[config.mk]
export PLATFORM = sky130hd
export DESIGN_NAME = player_ctrl_multi_flat
export DESIGN_NICKNAME = d
export VERILOG_FILES = /design/src/rtl/player_ctrl_multi_if.sv /design/src/rtl/player_ctrl_multi.sv /design/src/flat_wrapper.sv
export SDC_FILE = /design/constraint.sdc
export NUM_CORES = 1
export LEC_CHECK = 0
export CAP_MARGIN = 20
export CORE_MARGIN = 1.5
export CORE_UTILIZATION = 46
export DETAILED_ROUTE_END_ITERATION = 10
export GPL_TIMING_DRIVEN = 0
export PLACE_DENSITY = 0.73
export SLEW_MARGIN = 20
export SYNTH_ARGS = -nofsm -noshare
export SYNTH_HDL_FRONTEND = slang
export SYNTH_SLANG_ARGS = --single-unit
[constraint.sdc]
create_clock -name CLOCK -period 3.32 [get_ports CLOCK]
set_input_delay 0.332 -clock CLOCK [delete_from_list [all_inputs] [get_ports CLOCK]]
set_output_delay 0.332 -clock CLOCK [all_outputs]
set_load 0.005 [all_outputs]
[src/rtl/player_ctrl_multi_if.sv]
// rtl/player_ctrl_multi_if.sv - command, codec and memreader signal bundle for player_ctrl_multi
//
// Purpose: groups every non-clock/reset signal of the player control unit.
//   master modport: the player controller (consumes keys/codec status, drives address stream)
//   slave modport : the surrounding board (keys/remote decoder, audio_interface, memreader)
// Signals:
//   init_finish, sample_req, cmd_* , loop_mode  -> controller
//   mem_addr, mem_rd, song_idx, speed_lvl, RW, PAUSE, song_end  <- controller
interface player_ctrl_multi_if #(
  parameter int NUM_SONGS  = 4,
  parameter int ADDR_W     = 23,
  parameter int SPEED_LVLS = 4
) ();
  localparam int SONG_W = (NUM_SONGS > 1) ? $clog2(NUM_SONGS) : 1;
  localparam int SPD_W  = $clog2(SPEED_LVLS);

  logic              init_finish;
  logic              sample_req;
  logic              cmd_play_pause;
  logic              cmd_restart;
  logic              cmd_next;
  logic              cmd_prev;
  logic              cmd_fast;
  logic              cmd_slow;
  logic              loop_mode;
  logic [ADDR_W-1:0] mem_addr;
  logic              mem_rd;
  logic [SONG_W-1:0] song_idx;
  logic [SPD_W-1:0]  speed_lvl;
  logic              RW;
  logic              PAUSE;
  logic              song_end;

  modport master (
    input  init_finish, sample_req, cmd_play_pause, cmd_restart, cmd_next,
           cmd_prev, cmd_fast, cmd_slow, loop_mode,
    output mem_addr, mem_rd, song_idx, speed_lvl, RW, PAUSE, song_end
  );

  modport slave (
    output init_finish, sample_req, cmd_play_pause, cmd_restart, cmd_next,
           cmd_prev, cmd_fast, cmd_slow, loop_mode,
    input  mem_addr, mem_rd, song_idx, speed_lvl, RW, PAUSE, song_end
  );
endinterface

[src/rtl/player_ctrl_multi.sv]
// rtl/player_ctrl_multi.sv - multi-song play/pause controller with speed and navigation
//
// Purpose: player state machine (IDLE/INIT/PAUSE/PLAY) plus a playlist of NUM_SONGS
//   fixed-size flash regions; produces the sample byte-address stream for memreader.
// Ports:
//   CLOCK - system clock
//   Reset - asynchronous active-high reset
//   bus   - player_ctrl_multi_if.master (commands/codec status in, address stream out)
module player_ctrl_multi #(
  parameter int NUM_SONGS    = 4,
  parameter int ADDR_W       = 23,
  parameter int SONG_BYTES   = 2097152,
  parameter int SAMPLE_BYTES = 2,
  parameter int SPEED_LVLS   = 4
) (
  input  logic                CLOCK,
  input  logic                Reset,
  player_ctrl_multi_if.master bus
);
  localparam int SONG_W = (NUM_SONGS > 1) ? $clog2(NUM_SONGS) : 1;
  localparam int SPD_W  = $clog2(SPEED_LVLS);
  localparam int OFF_W  = $clog2(SONG_BYTES);

  localparam logic [SONG_W-1:0] LAST_SONG = SONG_W'(NUM_SONGS - 1);
  localparam logic [SPD_W-1:0]  MAX_SPD   = SPD_W'(SPEED_LVLS - 1);

  typedef enum logic [1:0] {
    ST_IDLE,
    ST_INIT,
    ST_PAUSE,
    ST_PLAY
  } state_t;

  state_t            state_q, state_d;
  logic [SONG_W-1:0] song_q, song_d, song_inc, song_dec;
  logic [ADDR_W-1:0] off_q, off_d;
  logic [SPD_W-1:0]  spd_q, spd_d, mult;
  logic              phase_q, phase_d;
  logic              rd_q, rd_d;
  logic              end_q, end_d;
  logic              rw_q, pause_q;
  logic [ADDR_W:0]   step, sum;

  always_ff @(posedge CLOCK or posedge Reset) begin
    if (Reset) begin
      state_q <= ST_IDLE;
    end else begin
      state_q <= state_d;
    end
  end

  always_comb begin
    state_d = state_q;
    song_d  = song_q;
    off_d   = off_q;
    spd_d   = spd_q;
    phase_d = phase_q;
    rd_d    = 1'b0;
    end_d   = 1'b0;

    // Level 0 is half speed but still moves one sample per accepted request.
    mult     = (spd_q == '0) ? SPD_W'(1) : spd_q;
    step     = (ADDR_W+1)'(mult) * (ADDR_W+1)'(SAMPLE_BYTES);
    sum      = {1'b0, off_q} + step;
    song_inc = (song_q == LAST_SONG) ? '0 : song_q + 1'b1;
    song_dec = (song_q == '0) ? LAST_SONG : song_q - 1'b1;

    case (state_q)
      ST_IDLE: state_d = ST_INIT;
      ST_INIT: begin
        if (bus.init_finish) state_d = ST_PAUSE;
      end
      default: begin
        // Navigation beats play/pause, and both beat a coincident sample request.
        if (bus.cmd_restart) begin
          off_d   = '0;
          phase_d = 1'b0;
          rd_d    = (state_q == ST_PLAY);
        end else if (bus.cmd_next) begin
          song_d  = song_inc;
          off_d   = '0;
          phase_d = 1'b0;
          rd_d    = (state_q == ST_PLAY);
        end else if (bus.cmd_prev) begin
          song_d  = song_dec;
          off_d   = '0;
          phase_d = 1'b0;
          rd_d    = (state_q == ST_PLAY);
        end else if (bus.cmd_play_pause) begin
          state_d = (state_q == ST_PLAY) ? ST_PAUSE : ST_PLAY;
        end else if (state_q == ST_PLAY && bus.sample_req) begin
          if (spd_q == '0 && !phase_q) begin
            // First request of a half-speed pair only arms the phase.
            phase_d = 1'b1;
          end else begin
            phase_d = 1'b0;
            if (sum < (ADDR_W+1)'(SONG_BYTES)) begin
              off_d = sum[ADDR_W-1:0];
              rd_d  = 1'b1;
            end else begin
              end_d  = 1'b1;
              song_d = song_inc;
              off_d  = '0;
              if (bus.loop_mode) rd_d = 1'b1;
              else               state_d = ST_PAUSE;
            end
          end
        end

        // Speed keys act independently; an actual level change restarts the half-speed pairing.
        if (bus.cmd_fast && !bus.cmd_slow && spd_q != MAX_SPD) begin
          spd_d   = spd_q + 1'b1;
          phase_d = 1'b0;
        end else if (bus.cmd_slow && !bus.cmd_fast && spd_q != '0) begin
          spd_d   = spd_q - 1'b1;
          phase_d = 1'b0;
        end
      end
    endcase
  end

  always_ff @(posedge CLOCK or posedge Reset) begin
    if (Reset) begin
      song_q  <= '0;
      off_q   <= '0;
      spd_q   <= SPD_W'(1);
      phase_q <= 1'b0;
      rd_q    <= 1'b0;
      end_q   <= 1'b0;
      rw_q    <= 1'b0;
      pause_q <= 1'b0;
    end else begin
      song_q  <= song_d;
      off_q   <= off_d;
      spd_q   <= spd_d;
      phase_q <= phase_d;
      rd_q    <= rd_d;
      end_q   <= end_d;
      // Decoded from the next state so RW/PAUSE line up with state_q.
      rw_q    <= (state_d == ST_PLAY);
      pause_q <= (state_d == ST_PAUSE);
    end
  end

  // SONG_BYTES is a power of two and offset stays below it, so OR forms the sum.
  assign bus.mem_addr  = (ADDR_W'(song_q) << OFF_W) | off_q;
  assign bus.mem_rd    = rd_q;
  assign bus.song_idx  = song_q;
  assign bus.speed_lvl = spd_q;
  assign bus.RW        = rw_q;
  assign bus.PAUSE     = pause_q;
  assign bus.song_end  = end_q;
endmodule

[src/flat_wrapper.sv]
// flat-port wrapper written by rule: the top's interface ports become plain ports
module player_ctrl_multi_flat 
#(
  parameter int NUM_SONGS    = 4,
  parameter int ADDR_W       = 23,
  parameter int SONG_BYTES   = 2097152,
  parameter int SAMPLE_BYTES = 2,
  parameter int SPEED_LVLS   = 4
)
  (CLOCK, Reset, bus_init_finish, bus_sample_req, bus_cmd_play_pause, bus_cmd_restart, bus_cmd_next, bus_cmd_prev, bus_cmd_fast, bus_cmd_slow, bus_loop_mode, bus_mem_addr, bus_mem_rd, bus_song_idx, bus_speed_lvl, bus_RW, bus_PAUSE, bus_song_end);
  player_ctrl_multi_if #(.NUM_SONGS(NUM_SONGS), .ADDR_W(ADDR_W), .SPEED_LVLS(SPEED_LVLS)) bus_i ();
  input  logic CLOCK;
  input  logic Reset;
  input wire logic [$bits(bus_i.init_finish)-1:0] bus_init_finish;
  input wire logic [$bits(bus_i.sample_req)-1:0] bus_sample_req;
  input wire logic [$bits(bus_i.cmd_play_pause)-1:0] bus_cmd_play_pause;
  input wire logic [$bits(bus_i.cmd_restart)-1:0] bus_cmd_restart;
  input wire logic [$bits(bus_i.cmd_next)-1:0] bus_cmd_next;
  input wire logic [$bits(bus_i.cmd_prev)-1:0] bus_cmd_prev;
  input wire logic [$bits(bus_i.cmd_fast)-1:0] bus_cmd_fast;
  input wire logic [$bits(bus_i.cmd_slow)-1:0] bus_cmd_slow;
  input wire logic [$bits(bus_i.loop_mode)-1:0] bus_loop_mode;
  output wire logic [$bits(bus_i.mem_addr)-1:0] bus_mem_addr;
  output wire logic [$bits(bus_i.mem_rd)-1:0] bus_mem_rd;
  output wire logic [$bits(bus_i.song_idx)-1:0] bus_song_idx;
  output wire logic [$bits(bus_i.speed_lvl)-1:0] bus_speed_lvl;
  output wire logic [$bits(bus_i.RW)-1:0] bus_RW;
  output wire logic [$bits(bus_i.PAUSE)-1:0] bus_PAUSE;
  output wire logic [$bits(bus_i.song_end)-1:0] bus_song_end;
  assign bus_i.init_finish = bus_init_finish;
  assign bus_i.sample_req = bus_sample_req;
  assign bus_i.cmd_play_pause = bus_cmd_play_pause;
  assign bus_i.cmd_restart = bus_cmd_restart;
  assign bus_i.cmd_next = bus_cmd_next;
  assign bus_i.cmd_prev = bus_cmd_prev;
  assign bus_i.cmd_fast = bus_cmd_fast;
  assign bus_i.cmd_slow = bus_cmd_slow;
  assign bus_i.loop_mode = bus_loop_mode;
  assign bus_mem_addr = bus_i.mem_addr;
  assign bus_mem_rd = bus_i.mem_rd;
  assign bus_song_idx = bus_i.song_idx;
  assign bus_speed_lvl = bus_i.speed_lvl;
  assign bus_RW = bus_i.RW;
  assign bus_PAUSE = bus_i.PAUSE;
  assign bus_song_end = bus_i.song_end;
  player_ctrl_multi #(.NUM_SONGS(NUM_SONGS), .ADDR_W(ADDR_W), .SONG_BYTES(SONG_BYTES), .SAMPLE_BYTES(SAMPLE_BYTES), .SPEED_LVLS(SPEED_LVLS)) u_core (.CLOCK(CLOCK), .Reset(Reset), .bus(bus_i));
endmodule
Word-level counts from Yosys, hierarchy flattened:

Index checks and enable logic that the tools add are counted.

* register bits: 34
* output and inout port bits: 31
* bits in writable memories: 0
* word-level logic and storage cells: 106
* memory bits (read-only): 0
* latch bits: 0
* input port bits: 11
* memories: 0

* add/sub/neg operators: 5
* bitwise operators: 3
* shifts and indexed selects: 0
* divide/modulo/power cells: 0
* multiply operators: 0
* equality and inequality tests: 12
* multiplexer cells: 54
* $lt $le $gt $ge: 1
* reduce and logical (&&, ||, !) cells: 22

Operators by type and width (number)
* $mux W23: 7
* $mux W2: 20
* $mux W1: 26
* $add A23 B3 Y24: 1
* $lt A24 B22 Y1 const B: 1
* $or A23 B23 Y23: 1
* $eq A2 B2 Y1 const B: 4
* $logic_and A1 B1 Y1: 6
* $logic_not A2 Y1: 3
* $ne A3 B3 Y1 const B: 2
* $ne A6 B1 Y1 const B: 1
* $reduce_and A6 Y1: 1
* $reduce_bool A6 Y1: 1
* $add A2 B1 Y2 const B: 2
* $ne A4 B1 Y1 const B: 1
* $ne A4 B4 Y1 const B: 1
* $pmux W2 S2: 1
* $reduce_and A4 Y1: 1
* $reduce_bool A2 Y1: 2
* $reduce_bool A4 Y1: 1
* $sub A2 B1 Y2 const B: 2
* $logic_not A1 Y1: 3
* $ne A3 B1 Y1 const B: 1
* $reduce_and A3 Y1: 1
* other kinds (6): 7

Logic depth before layout (Yosys ltp):

* depth in word-level cells: 13
* gate-level depth with buffers: 13
* depth with buffers taken out: 10

Worst setup path before layout:

No wires, ideal clock.

* path type: register -> register
* start point: register u_core.spd_q[0], in the netlist u_core.bus.speed_lvl[0]
* end point: register u_core.song_q[1], in the netlist u_core.bus.song_idx[1]
* setup slack: 0.199 ns
* data required time: 3.194 ns
* arrival time: 2.995 ns
* setup time: 0.126 ns
* path buffers: 2
* stages on the path, launching flop included: 13
* cell sequence: dfstp_2 clkbuf_1 inv_1 nand2_1 ha_1 fa_1 buf_4 inv_1 or4_4 or4_4 a21oi_4 nor4b_1 a311o_1

* cells in the longest elaborated chain, start to end: 6
* elaborated cells on any way between the ends: 8
* those cells by class: 1 x add/sub; 1 x order compare; 2 x eq/ne; 1 x mux; 3 x reduce/logical

RTL lines
* start, declared: RTL line player_ctrl_multi.sv:37 `logic [SPD_W-1:0] spd_q, spd_d, mult;`
* start signal, assigned: RTL line player_ctrl_multi.sv:135 `spd_q <= spd_d;`
* $logic_not A2 Y1: RTL line player_ctrl_multi.sv:62, player_ctrl_multi.sv:92
* $mux W2: RTL line player_ctrl_multi.sv:62 `mult = (spd_q == '0) ? SPD_W'(1) : spd_q;`
* $add A23 B3 Y24: RTL line player_ctrl_multi.sv:64 `sum = {1'b0, off_q} + step;`
* $lt A24 B22 Y1: RTL line player_ctrl_multi.sv:97 `if (sum < (ADDR_W+1)'(SONG_BYTES)) begin`
* $ne A3 B3 Y1 (no line)
* $reduce_and A6 Y1 (no line) *
* end signal, assigned: RTL line player_ctrl_multi.sv:133 `song_q <= song_d;`
* end, declared: RTL line player_ctrl_multi.sv:35 `logic [SONG_W-1:0] song_q, song_d, song_inc, song_dec;`

Mark *: on every way between the ends. The rest lies on a longest branch, timed or not.
A chain may end at the register's enable or synchronous reset.

Worst setup path after layout:

Same ends and word-level chain as after synthesis.

==> flow_summary_export.csv <==
group,metric,value,unit
run_status,outcome,"completed",
placed_design,placed_area,0.00251,mm²
yosys,yosysMostFrequentCell,"dfrtp_1",
timing,period_share,94.5,%
yosys,avgSynthCellArea,8.76,µm²
final_layout,seqCellArea,827,µm²
yosys,yosys-top-cells-area,"dfrtp_1, buf_4, nor2_1, o21ai_0, nand2_1",
route,drt-total-wl,4120,µm
timing,drv_slew,0,
timing,setup_violations,0,
placed_design,hpwl,3000,µm
placed_design,gp_congestion,0.801,
grt,grt_max_degree,34,
cts,clkTransAtPathRegs,0.08,ns
setup_path,required,3.50,ns
cts,clockRootBuffer,"clkbuf_8",
placed_design,dp.cells,325,
yosys,synth_sequential_area_ratio,40.5,%
timing,rsz0062_at_grt,"no",
final_layout,nFillCells,394,
floorplanning,rows,24,
floorplanning,start_util,47.2,%
grt,overflow,0,
setup_path,cp_max_fo,9,
cts,cts_buffers,5,
timing,fin_hold_ws,0.475,ns
placed_design,pre_cts_slack,-0.0765,ns
route,first_pass_iters,4,
timing,setup_tns,0,ns
grt,grt_pass1_wl,7020,µm
timing,setup_slack,0.184,ns
setup_path,cp.arrival,3.31,ns
pwr,pwr_density_cell,429,mW/mm²
yosys,synth_top_area_share,39.2,%
final_layout,final_cell_area,0.00260,mm²
run,cap_viol_max_count,0,
yosys,synth_warnings,0,
setup_path,setup.worst_path.start_class,"flop",
yosys,synth_area,0.00204,mm²
grt,met2_usage,29.6,%
yosys,synthFlopType,"dfrtp_1",
final_layout,multi_input_area,983,µm²
floorplanning,pin_count,42,
final_layout,final_cells,332,
cts,clk_latency,0.29,ns
route,viasPerCell,5.26,
route,ant_nets,0,
final_layout,syn2layout_area_growth,27.3,%
timing,worst_pin_slew,0.720,ns
yosys,synth_edf_count,0,
yosys,ys_seq_elements,33,
grt,grt-busiest-layer,"met2",
placed_design,io_buffers,40,
grt,grt_usage,17.9,%
timing,final-hold-violation-count,0,
route,drt-initial-drc-count,106,
timing,fmax,0.319,GHz
yosys,synth_top_area_cell,"dfrtp_1",
cts,cts_buffer_depth,2,
route,drcViolationCount,0,
timing,skew,0.0108,ns
yosys,async_flop_share,100,%
route,wl_per_cell,12.4,µm
floorplanning,core-area,0.00432,mm²
pwr,leakage,1.09,nW
setup_path,critPathKind,"flop to flop",
yosys,synth_cell_types,46,
floorplanning,dieWidth,69.6,µm
cts,cts-htree-levels,2,
timing,layout_min_cycle_time,3.14,ns
final_layout,fin_nets,295,
cts,post_cts_buffers,0,
cts,tritoncts,"yes",
setup_path,endpoint_kind,"flop",
grt,gr-usage-met3,4.51,%
grt,use_met1,23.1,%
cts,cts_sinks,33,
grt,antenna_found_initial,0,
grt,first_global_vias,1592,
final_layout,drive_above_1_share,15.7,%
floorplanning,die-height,69.6,µm
final_layout,antenna_cells,0,
route,vias,1746,
yosys,syn-instance-count,233,
yosys,synth_common_cells,"dfrtp_1, nor2_1, buf_4, nand2_1, o21ai_0",
min_path,hold_path_class,"input port to async pin",
yosys,syn-num-nets,249,
floorplanning,die_area,0.00484,mm²
pwr,peakVddDrop,0.000332,V
timing,slew_headroom,51.9,%
-- through the flow --
step	power (mW)	util (%)
floorplan	0.666	-
global placement	0.813	58.0
detailed placement	0.821	58.0
CTS	1.12	59.9
global route	1.19	60.1
finish	1.11	60.1
-- registers in the layout, indices dropped and copies added, names as in the netlist --
register / flops
u_core.off_q: 22
u_core.bus.song_idx: 2
u_core.bus.speed_lvl: 2
u_core.state_q: 2
u_core.bus.PAUSE: 1
u_core.bus.RW: 1
u_core.bus.mem_rd: 1
u_core.bus.song_end: 1
u_core.phase_q: 1
-- worst max-delay path: stages (launching register included) --
cell,delay [ns]
dfstp_2,0.61
inv_1,0.07
nand2_1,0.07
ha_1,0.20
fa_1,0.19
buf_4,0.15
inv_1,0.07
or4_4,0.57
or4_4,0.51
a21oi_4,0.22
nor4b_1,0.08
a311o_1,0.27
-- cell families after synthesis --
family	share of synthesized area, %
xor+xnor	6.01
fa+ha+maj	3.43
flops	40.5
other cells	0.184
mux	1.47
buf+inv	11.8
simple gates	22.7
compound gates	13.9
-- power by group --
part	switching, mW	internal [mW]	leakage (nW)	total, mW
Clock	0.158	0.145	0.0439	0.303
Sequential	0.0454	0.448	0.435	0.493
Combinational	0.137	0.181	0.616	0.318
-- metal layers --
| metal | part of all wire, % | wire, µm |
|---|---|---|
| met1 | 45 | 1850 |
| met2 | 48 | 1970 |
| met3 | 6.1 | 251 |
| met4 | 1.1 | 44 |
| met5 | 0 | 0 |
-- final timing paths --
check	from	endpoint	slack (ns)	depth (start not counted)
max	u_core.bus.speed_lvl[0]	u_core.bus.song_idx[1]	0.18	11
min	Reset	u_core.off_q[15]	0.47	2
max reg2reg	u_core.bus.speed_lvl[0]	u_core.bus.song_idx[1]	0.18	11
min reg2reg	u_core.off_q[1]	u_core.off_q[1]	0.54	2
max in group asynchronous	Reset	u_core.off_q[19]	2.38	2
min in group CLOCK	u_core.off_q[1]	u_core.off_q[1]	0.54	2
-- final cells by class --
type / instances / area share [%]
sequential: 33 / 31.8
tap: 52 / 2.50
clock buffer: 5 / 2.65
clock inverter: 3 / 0.674
buffer: 28 / 7.37
inverter: 12 / 1.73
multi-input combinational: 159 / 37.8
timing repair buffer: 40 / 15.4
-- cells in the final DEF, fill, tap and decap left out, types with 2 or more instances in the layout --
master	n
o21ai_0	17
buf_4	23
or4_4	2
a21o_1	2
nor2_1	28
nand3_1	11
and2_1	2
a31oi_1	2
xnor2_1	6
nor4b_1	2
clkbuf_8	5
nand2_1	21
xor2_1	8
ha_1	4
nor3_1	7
clkbuf_1	5
clkdlybuf4s50_1	40
mux2i_1	3
nand4_1	7
clkinv_2	2
dfrtp_1	32
and4_1	2
a21oi_1	9
o22ai_1	2
inv_1	11
-- repair_timing --
| action | CTS | global route |
|---|---|---|
| gates resized for setup | 1 | 2 |
| setup endpoints to repair | 12 | 2 |
| hold buffers | 0 | 0 |
| pin swaps | 0 | 0 |
Note: power is estimated with default switching activity, not from simulation.
